**src/rtl/ldpc_iter_ctrl_if.sv**
```systemverilog
// Demapper/core side bundle for ldpc_iter_ctrl: frame input, iteration handshakes, LLR load port, status.
// The master modport drives the frame and core feedback; the slave modport is the controller.
interface ldpc_iter_ctrl_if #(
  parameter int D_WID  = 6,
  parameter int ADDR_W = 14
);
  logic [D_WID-1:0]  data_in;
  logic              sync_in;
  logic              rate;
  logic [4:0]        max_iter;
  logic              chk_done;
  logic              chk_pass;
  logic              out_done;

  logic              load_en;
  logic [ADDR_W-1:0] load_addr;
  logic [D_WID-1:0]  load_data;
  logic              rate_q;
  logic              iter_start;
  logic              out_start;
  logic              busy;
  logic [4:0]        num_iter;
  logic              frm_err;
  logic              drop;

  modport master (
    output data_in, sync_in, rate, max_iter, chk_done, chk_pass, out_done,
    input  load_en, load_addr, load_data, rate_q, iter_start, out_start,
           busy, num_iter, frm_err, drop
  );

  modport slave (
    input  data_in, sync_in, rate, max_iter, chk_done, chk_pass, out_done,
    output load_en, load_addr, load_data, rate_q, iter_start, out_start,
           busy, num_iter, frm_err, drop
  );
endinterface

```
**src/rtl/ldpc_iter_ctrl.sv**
```systemverilog
// LDPC frame sequencer: loads one frame of LLRs, runs iterations until max or (LDPC_EARLY_STOP_EN) parity pass.
// Load path 1 cycle; chk_done -> next start 2 cycles; no backpressure, samples arriving while busy are dropped.
module ldpc_iter_ctrl #(
  parameter int D_WID     = 6,
  parameter int FRAME_LEN = 9216,
  parameter int ADDR_W    = 14
) (
  input  logic                clk,
  input  logic                reset,
  ldpc_iter_ctrl_if.slave     bus
);

  typedef enum logic [2:0] {IDLE, LOAD, ITER, WAIT, OUT} state_t;

  localparam logic [ADDR_W-1:0] LAST_ADDR = ADDR_W'(FRAME_LEN - 1);

  state_t            state, state_nx;
  logic [ADDR_W-1:0] wr_cnt, wr_cnt_nx;
  logic [4:0]        iter_cnt, iter_cnt_nx;
  logic [4:0]        max_lat, max_lat_nx;
  logic              out_pend, out_pend_nx;

  logic              load_en_q, load_en_nx;
  logic [ADDR_W-1:0] load_addr_q, load_addr_nx;
  logic [D_WID-1:0]  load_data_q, load_data_nx;
  logic              rate_q_q, rate_q_nx;
  logic              iter_start_q, iter_start_nx;
  logic              out_start_q, out_start_nx;
  logic              busy_q, busy_nx;
  logic [4:0]        num_iter_q, num_iter_nx;
  logic              frm_err_q, frm_err_nx;
  logic              drop_q, drop_nx;

  logic [4:0]        iter_inc;
  logic              early;
  logic              stop;

`ifdef LDPC_EARLY_STOP_EN
  assign early = bus.chk_pass;
`else
  assign early = 1'b0;
`endif

  assign iter_inc = iter_cnt + 5'd1;
  assign stop     = early | (iter_inc == max_lat);

  always_ff @(posedge clk) begin
    if (reset) begin
      state        <= IDLE;
      wr_cnt       <= '0;
      iter_cnt     <= '0;
      max_lat      <= '0;
      out_pend     <= 1'b0;
      load_en_q    <= 1'b0;
      load_addr_q  <= '0;
      load_data_q  <= '0;
      rate_q_q     <= 1'b0;
      iter_start_q <= 1'b0;
      out_start_q  <= 1'b0;
      busy_q       <= 1'b0;
      num_iter_q   <= '0;
      frm_err_q    <= 1'b0;
      drop_q       <= 1'b0;
    end else begin
      state        <= state_nx;
      wr_cnt       <= wr_cnt_nx;
      iter_cnt     <= iter_cnt_nx;
      max_lat      <= max_lat_nx;
      out_pend     <= out_pend_nx;
      load_en_q    <= load_en_nx;
      load_addr_q  <= load_addr_nx;
      load_data_q  <= load_data_nx;
      rate_q_q     <= rate_q_nx;
      iter_start_q <= iter_start_nx;
      out_start_q  <= out_start_nx;
      busy_q       <= busy_nx;
      num_iter_q   <= num_iter_nx;
      frm_err_q    <= frm_err_nx;
      drop_q       <= drop_nx;
    end
  end

  always_comb begin
    state_nx      = state;
    wr_cnt_nx     = wr_cnt;
    iter_cnt_nx   = iter_cnt;
    max_lat_nx    = max_lat;
    out_pend_nx   = 1'b0;
    load_en_nx    = 1'b0;
    load_addr_nx  = load_addr_q;
    load_data_nx  = load_data_q;
    rate_q_nx     = rate_q_q;
    iter_start_nx = 1'b0;
    // out_start trails the WAIT->OUT transition by one cycle to match iter_start timing
    out_start_nx  = out_pend;
    num_iter_nx   = num_iter_q;
    frm_err_nx    = 1'b0;
    drop_nx       = 1'b0;

    case (state)
      IDLE: begin
        if (bus.sync_in) begin
          rate_q_nx    = bus.rate;
          max_lat_nx   = (bus.max_iter == 5'd0) ? 5'd1 : bus.max_iter;
          load_en_nx   = 1'b1;
          load_addr_nx = '0;
          load_data_nx = bus.data_in;
          wr_cnt_nx    = ADDR_W'(1);
          state_nx     = (FRAME_LEN == 1) ? ITER : LOAD;
        end
      end
      LOAD: begin
        if (bus.sync_in) begin
          load_en_nx   = 1'b1;
          load_addr_nx = wr_cnt;
          load_data_nx = bus.data_in;
          wr_cnt_nx    = wr_cnt + 1'b1;
          if (wr_cnt == LAST_ADDR) state_nx = ITER;
        end else begin
          // short frame: discard, leave iteration count and num_iter alone
          frm_err_nx = 1'b1;
          state_nx   = IDLE;
        end
      end
      ITER: begin
        drop_nx       = bus.sync_in;
        iter_start_nx = 1'b1;
        state_nx      = WAIT;
      end
      WAIT: begin
        drop_nx = bus.sync_in;
        if (bus.chk_done) begin
          iter_cnt_nx = iter_inc;
          if (stop) begin
            state_nx    = OUT;
            out_pend_nx = 1'b1;
            num_iter_nx = iter_inc;
          end else begin
            state_nx = ITER;
          end
        end
      end
      OUT: begin
        drop_nx = bus.sync_in;
        if (bus.out_done) begin
          state_nx    = IDLE;
          iter_cnt_nx = '0;
        end
      end
      default: state_nx = IDLE;
    endcase

    busy_nx = (state_nx != IDLE);
  end

  assign bus.load_en    = load_en_q;
  assign bus.load_addr  = load_addr_q;
  assign bus.load_data  = load_data_q;
  assign bus.rate_q     = rate_q_q;
  assign bus.iter_start = iter_start_q;
  assign bus.out_start  = out_start_q;
  assign bus.busy       = busy_q;
  assign bus.num_iter   = num_iter_q;
  assign bus.frm_err    = frm_err_q;
  assign bus.drop       = drop_q;

endmodule

```
**src/flat_wrapper.sv**
```systemverilog
// flat-port wrapper written by rule: the top's interface ports become plain ports
module ldpc_iter_ctrl_flat 
#(
  parameter int D_WID     = 6,
  parameter int FRAME_LEN = 9216,
  parameter int ADDR_W    = 14
)
  (clk, reset, bus_data_in, bus_sync_in, bus_rate, bus_max_iter, bus_chk_done, bus_chk_pass, bus_out_done, bus_load_en, bus_load_addr, bus_load_data, bus_rate_q, bus_iter_start, bus_out_start, bus_busy, bus_num_iter, bus_frm_err, bus_drop);
  ldpc_iter_ctrl_if #(.D_WID(D_WID), .ADDR_W(ADDR_W)) bus_i ();
  input  logic clk;
  input  logic reset;
  input wire logic [$bits(bus_i.data_in)-1:0] bus_data_in;
  input wire logic [$bits(bus_i.sync_in)-1:0] bus_sync_in;
  input wire logic [$bits(bus_i.rate)-1:0] bus_rate;
  input wire logic [$bits(bus_i.max_iter)-1:0] bus_max_iter;
  input wire logic [$bits(bus_i.chk_done)-1:0] bus_chk_done;
  input wire logic [$bits(bus_i.chk_pass)-1:0] bus_chk_pass;
  input wire logic [$bits(bus_i.out_done)-1:0] bus_out_done;
  output wire logic [$bits(bus_i.load_en)-1:0] bus_load_en;
  output wire logic [$bits(bus_i.load_addr)-1:0] bus_load_addr;
  output wire logic [$bits(bus_i.load_data)-1:0] bus_load_data;
  output wire logic [$bits(bus_i.rate_q)-1:0] bus_rate_q;
  output wire logic [$bits(bus_i.iter_start)-1:0] bus_iter_start;
  output wire logic [$bits(bus_i.out_start)-1:0] bus_out_start;
  output wire logic [$bits(bus_i.busy)-1:0] bus_busy;
  output wire logic [$bits(bus_i.num_iter)-1:0] bus_num_iter;
  output wire logic [$bits(bus_i.frm_err)-1:0] bus_frm_err;
  output wire logic [$bits(bus_i.drop)-1:0] bus_drop;
  assign bus_i.data_in = bus_data_in;
  assign bus_i.sync_in = bus_sync_in;
  assign bus_i.rate = bus_rate;
  assign bus_i.max_iter = bus_max_iter;
  assign bus_i.chk_done = bus_chk_done;
  assign bus_i.chk_pass = bus_chk_pass;
  assign bus_i.out_done = bus_out_done;
  assign bus_load_en = bus_i.load_en;
  assign bus_load_addr = bus_i.load_addr;
  assign bus_load_data = bus_i.load_data;
  assign bus_rate_q = bus_i.rate_q;
  assign bus_iter_start = bus_i.iter_start;
  assign bus_out_start = bus_i.out_start;
  assign bus_busy = bus_i.busy;
  assign bus_num_iter = bus_i.num_iter;
  assign bus_frm_err = bus_i.frm_err;
  assign bus_drop = bus_i.drop;
  ldpc_iter_ctrl #(.D_WID(D_WID), .FRAME_LEN(FRAME_LEN), .ADDR_W(ADDR_W)) u_core (.clk(clk), .reset(reset), .bus(bus_i));
endmodule
```
**config.mk**
```make
export PLATFORM = sky130hd
export DESIGN_NAME = ldpc_iter_ctrl_flat
export DESIGN_NICKNAME = d
export VERILOG_FILES = /design/src/rtl/ldpc_iter_ctrl_if.sv /design/src/rtl/ldpc_iter_ctrl.sv /design/src/flat_wrapper.sv
export SDC_FILE = /design/constraint.sdc
export NUM_CORES = 1
export LEC_CHECK = 0
export ABC_AREA = 0
export CORE_MARGIN = 5
export CORE_UTILIZATION = 45
export CTS_CLUSTER_SIZE = 40
export DETAILED_ROUTE_END_ITERATION = 16
export PLACE_DENSITY = 0.79
export SLEW_MARGIN = 20
export SYNTH_ARGS = -nofsm -noshare
export SYNTH_HDL_FRONTEND = slang
export SYNTH_SLANG_ARGS = --single-unit
```
**constraint.sdc**
```tcl
create_clock -name clk -period 2.75 [get_ports clk]
set_input_delay 0.4125 -clock clk [delete_from_list [all_inputs] [get_ports clk]]
set_output_delay 0.4125 -clock clk [all_outputs]
set_load 0.1 [all_outputs]
```
-- Word level (Yosys, flattened, before mapping)
Index checks and enable logic that the tools add are counted.
Widths: inputs -> output; s select.
- add/subtract/negate cells: 2
- equality and inequality tests: 10
- muxes and demuxes: 21
- bitwise gates (word level): 5
- reduce and logical (&&, ||, !) cells: 16
- operators by type and width (kind ; number):
    $mux 14 ; 4
    $pmux 14 s2 ; 2
    $mux 3 ; 6
    $mux 5 ; 3
    $pmux 3 s5 ; 1
    $add 14x1->14 const B ; 1
    $eq 14x14->1 const B ; 1
    $pmux 5 s2 ; 1
    $reduce_and 3->1 ; 3
    $ne 2x2->1 const B ; 4
    $reduce_or 2->1 ; 4
    $eq 3x2->1 const B ; 2
    $reduce_or 3->1 ; 2
    $add 5x1->5 const B ; 1
    $eq 5x5->1 ; 1
    $logic_not 5->1 ; 1
    $not 1->1 ; 5
    $mux 1 ; 4
    $reduce_and 2->1 ; 2
    $reduce_bool 2->1 ; 2
    $eq 3x1->1 const B ; 1
    $eq 3x3->1 const B ; 1
    $logic_not 3->1 ; 1
    $reduce_bool 3->1 ; 1
- register bits: 60
- input bits: 18
- output and inout port bits: 32
- word-level logic and storage cells: 69

-- Depth between registers and ports, before layout
- word-level depth: 6
- gate-level depth with buffers: 6
- mapped depth without buffers: 5

-- Worst setup path after synthesis
OpenSTA, ideal clock, no wires.
- path type: register to register
- from: register u_core.iter_cnt[0]
- to: register u_core.num_iter_q[0] (netlist: u_core.bus.num_iter[0])
- setup time: 0.121 ns
- arrival: 2.054 ns
- data required time: 2.629 ns
- slack: 0.575 ns
- stages on the path, launching flop included: 6
- path buffers: 0
- clock period less this slack: 2.175 ns
- cells stage by stage: dfxtp_1 -> ha_1 -> nand3_1 -> or3_4 -> a2111oi_4 -> mux2_2
- longest elaborated chain between the ends: 3
- RTL lines (element ; line ; RTL):
    start: declaration ; ldpc_iter_ctrl.sv:19 ; logic [4:0] iter_cnt, iter_cnt_nx;
    start signal: assignment ; ldpc_iter_ctrl.sv:67 ; iter_cnt <= iter_cnt_nx;
    $add 5x1->5 (*) ; ldpc_iter_ctrl.sv:44 ; assign iter_inc = iter_cnt + 5'd1;
    $eq 5x5->1 ; ldpc_iter_ctrl.sv:45 ; assign stop = early | (iter_inc == max_lat);
    $reduce_and 3->1 (no line) ; -- ;
    end signal: assignment ; ldpc_iter_ctrl.sv:77 ; num_iter_q <= num_iter_nx;
    end: declaration ; ldpc_iter_ctrl.sv:30 ; logic [4:0] num_iter_q, num_iter_nx;
Every way passes the cells marked *; elsewhere a longest branch is shown, timed or not.
A chain may end at the register's enable or synchronous reset.

-- Worst setup path after layout
- from: register u_core.iter_cnt[0]
- to: register u_core.num_iter_q[4] (netlist: u_core.bus.num_iter[4])
Same word-level chain as after synthesis.

==> metrics.json <==
{
  "clock_pin_transition_on_the_worst_setup_and_hold_timing_paths": {"value": 0.07, "unit": "ns"},
  "cts-buffers-inserted": {"value": 9},
  "first_iter_violations": {"value": 103},
  "synth.net_count": {"value": 315},
  "grt_pass1_wl": {"value": 9.89, "unit": "mm"},
  "io_buffer_count": {"value": 48},
  "first_pass_iters": {"value": 4},
  "element_type_at_the_critical_path_start": {"value": "register"},
  "place.detailed.hpwl": {"value": 4.00, "unit": "mm"},
  "clk_latency": {"value": 0.33, "unit": "ns"},
  "max_cap_violation_count": {"value": 0},
  "detail_route.wirelength": {"value": 5.76, "unit": "mm"},
  "routed_via_density": {"value": 5.35},
  "worstHoldPathType": {"value": "register to register"},
  "clock_path_buffers": {"value": 2},
  "pwr_density_cell": {"value": 580, "unit": "mW/mm^2"},
  "coreArea": {"value": 0.00554, "unit": "sq mm"},
  "finalClockSkew": {"value": 0.0110, "unit": "ns"},
  "max_stage_delay": {"value": 0.63, "unit": "ns"},
  "synth.ff_latch_count": {"value": 60},
  "start_util": {"value": 0.465},
  "largest_net_degree_at_the_start_of_global_routing": {"value": 36},
  "cp_cell_sequence": {"value": "ha_1, nand3_1, or3_4, a2111oi_4, mux2_2"},
  "worst_margin_slew": {"value": 0.608, "unit": "ns"},
  "global_route_usage_sum": {"value": 0.167},
  "grt_antenna_before_repair": {"value": 0},
  "synth.avg_cell_area": {"value": 8.72, "unit": "sq um"},
  "worst_ep_arrival_time": {"value": 2.64, "unit": "ns"},
  "netlist.area_leader.share": {"value": 0.467},
  "fin_crit_sh": {"value": 0.883},
  "synth_sequential_area_ratio": {"value": 0.467},
  "run_status": {"value": "finished, final reports clean"},
  "synth_area": {"value": 0.00257, "unit": "sq mm"},
  "cts-hold-fix-buffers": {"value": 0},
  "timing.fmax": {"value": 0.412, "unit": "GHz"},
  "finalSetupViolations": {"value": 0},
  "max-vdd-ir-drop": {"value": 353, "unit": "uV"},
  "final.setup.tns": {"value": 0, "unit": "ns"},
  "route.antenna.remaining_nets": {"value": 0},
  "layout.filler_cells": {"value": 496},
  "grt_pass1_vias": {"value": 2158},
  "synth_area_leader_cell": {"value": "sky130_fd_sc_hd__dfxtp_1"},
  "std_cell_rows": {"value": 27},
  "drc": {"value": 0},
  "number_of_flops_mapped_to_enable_cells_by_yosys": {"value": 0},
  "synth_cells": {"value": 295},
  "gpl.final_weighted_congestion": {"value": 0.846},
  "buffer_cell_driving_the_clock_tree_root": {"value": "sky130_fd_sc_hd__clkbuf_8"},
  "yosys_most_used_dff": {"value": "sky130_fd_sc_hd__dfxtp_1"},
  "synth_area_leaders": {"value": "sky130_fd_sc_hd__dfxtp_1 (47%), sky130_fd_sc_hd__a21oi_1 (6.2%), sky130_fd_sc_hd__nand2_1 (5.0%)"},
  "post-cts-setup-buffers": {"value": 0},
  "die_w": {"value": 85.6, "unit": "microns"},
  "leakage": {"value": 1.20, "unit": "nW"},
  "syn_to_final_growth": {"value": 26.1, "unit": "%"},
  "power.total": {"value": 1.88, "unit": "mW"},
  "synth_async_sr_flop_share": {"value": 0},
  "design.die.area": {"value": 0.00733, "unit": "sq mm"},
  "cts-htree-levels": {"value": 3},
  "antennaDiodeCount": {"value": 0},
  "slowest_stage": {"value": "sky130_fd_sc_hd__a2111oi_4"},
  "die_h": {"value": 85.6, "unit": "microns"},
  "cp.required": {"value": 2.96, "unit": "ns"},
  "synth_warnings": {"value": 0},
  "post-route-min-period": {"value": 2.43, "unit": "ns"},
  "final_max_slew_viol_count": {"value": 0},
  "yosysUniqueCellTypes": {"value": 47},
  "critPathKind": {"value": "register to register"},
  "grt_setup_unrepaired": {"value": "no"},
  "num_vias": {"value": 2249},
  "critPathCaptureType": {"value": "register"},
  "globalRouteOverflowTotal": {"value": 0},
  "post_route_cells_drive_above_1_share": {"value": 0.193},
  "cts_resized": {"value": 0},
  "routed_wire_length_per_instance": {"value": 13.7, "unit": "microns"},
  "final_nets": {"value": 363},
  "finalHoldViolations": {"value": 0},
  "pin_count": {"value": 50},
  "cts.sink_count": {"value": 60},
  "max-slew-margin-rel": {"value": 0.594},
  "worst_path_fanout_max": {"value": 6},
  "cts_tree": {"value": "yes"}
}
synth_stat cells, types with 3 or more instances:
cell type and count:
sky130_fd_sc_hd__o21ai_0 8, sky130_fd_sc_hd__or3_1 5, sky130_fd_sc_hd__nor3_1 3, sky130_fd_sc_hd__nand2b_1 9, sky130_fd_sc_hd__nand4_1 3, sky130_fd_sc_hd__nor2b_1 4
sky130_fd_sc_hd__a211oi_1 5, sky130_fd_sc_hd__clkbuf_1 15, sky130_fd_sc_hd__mux2i_1 6, sky130_fd_sc_hd__nand3_1 19, sky130_fd_sc_hd__nor4_1 5, sky130_fd_sc_hd__and2_1 4
sky130_fd_sc_hd__inv_1 3, sky130_fd_sc_hd__nor2_1 28, sky130_fd_sc_hd__mux2_2 3, sky130_fd_sc_hd__xor2_1 7, sky130_fd_sc_hd__dfxtp_1 60, sky130_fd_sc_hd__xnor2_1 9
sky130_fd_sc_hd__a21oi_1 32, sky130_fd_sc_hd__nand2_1 34
power by group:
part	switching (mW)	leakage [nW]	total, mW	internal [mW]
clock network	0.336	0.102	0.801	0.465
logic	0.129	0.613	0.188	0.0588
registers	0.00998	0.487	0.895	0.885
worst max-delay path: cells and delay by family, from the launching register on:
family | cells | cell delay [ns]
muxes | 1 | 0.40
adders and majority gates | 1 | 0.30
AOI/OAI and AO/OA | 1 | 0.63
and+or+nand+nor | 2 | 0.56
DFF | 1 | 0.43
cell families (layout without fill, tap and decap cells):
group | after synthesis | in the layout | synth area share
compound gates | 58 | 58 | 0.140
simple gates | 130 | 130 | 0.263
fa+ha+maj | 2 | 2 | 0.00972
buf+inv | 20 | 73 | 0.0301
mux | 9 | 9 | 0.0365
flops | 60 | 60 | 0.467
xor+xnor | 16 | 16 | 0.0545
flip-flops by register name, summed over array words and instances, names as in the netlist:
| signal | cells |
|---|---|
| u_core.state | 3 |
| u_core.bus.rate_q | 1 |
| u_core.wr_cnt | 14 |
| u_core.bus.load_en | 1 |
| u_core.bus.load_addr | 14 |
| u_core.max_lat | 5 |
| u_core.bus.num_iter | 5 |
| u_core.bus.iter_start | 1 |
| u_core.bus.frm_err | 1 |
| u_core.bus.load_data | 6 |
| u_core.bus.drop | 1 |
| u_core.bus.out_start | 1 |
| u_core.iter_cnt | 5 |
| u_core.out_pend | 1 |
| u_core.bus.busy | 1 |
cell usage in the layout (no fill, tap or decap), types with 5 or more instances in the layout:
| cell type | n |
|---|---|
| sky130_fd_sc_hd__or3_1 | 5 |
| sky130_fd_sc_hd__nand3_1 | 19 |
| sky130_fd_sc_hd__buf_4 | 38 |
| sky130_fd_sc_hd__nor4_1 | 5 |
| sky130_fd_sc_hd__a211oi_1 | 5 |
| sky130_fd_sc_hd__nand2b_1 | 9 |
| sky130_fd_sc_hd__nand2_1 | 34 |
| sky130_fd_sc_hd__clkdlybuf4s50_1 | 15 |
| sky130_fd_sc_hd__a21oi_1 | 32 |
| sky130_fd_sc_hd__clkbuf_8 | 11 |
| sky130_fd_sc_hd__dfxtp_1 | 60 |
| sky130_fd_sc_hd__xor2_1 | 7 |
| sky130_fd_sc_hd__o21ai_0 | 8 |
| sky130_fd_sc_hd__mux2i_1 | 6 |
| sky130_fd_sc_hd__nor2_1 | 28 |
| sky130_fd_sc_hd__xnor2_1 | 9 |
final timing paths:
kind / from / to / slack (ns) / cells past startpoint
max reg2reg: u_core.iter_cnt[0] / u_core.bus.num_iter[4] / 0.32 / 5
min: u_core.out_pend / u_core.bus.out_start / 0.44 / 1
max: u_core.iter_cnt[0] / u_core.bus.num_iter[4] / 0.32 / 5
min reg2reg: u_core.out_pend / u_core.bus.out_start / 0.44 / 1
metal layers:
layer,part of all wire,GRT usage,up-vias
li1,-,-,1126
met1,0.47,0.221,1060
met2,0.47,0.256,61
met3,0.053,0.0509,2
met4,0.0047,0.0647,0
met5,0,0,-
area by class of cell:
type                            count  area (sq um)  area share
Timing Repair Buffer               54           440       0.136
Multi-Input combinational cell    215          1300       0.401
Tap cell                           72          90.1      0.0278
Inverter                            3          11.3     0.00347
Sequential cell                    60          1200       0.370
Clock buffer                       12           155      0.0478
Clock inverter                      4          47.5      0.0146
through the flow:
stage	std cells	setup WS (ns)	hold slack, ns	utilization	cell area (sq um)
3_3_place_gp	404	0.370	0.420	0.549	3040
5_1_grt	420	0.140	0.466	0.586	3250
2_1_floorplan	295	0.575	0.414	-	2570
3_5_place_dp	404	0.338	0.433	0.549	3040
6_report	420	0.323	0.441	0.586	3250
4_1_cts	420	0.321	0.447	0.586	3250
Note: power is estimated with default switching activity, not from simulation.
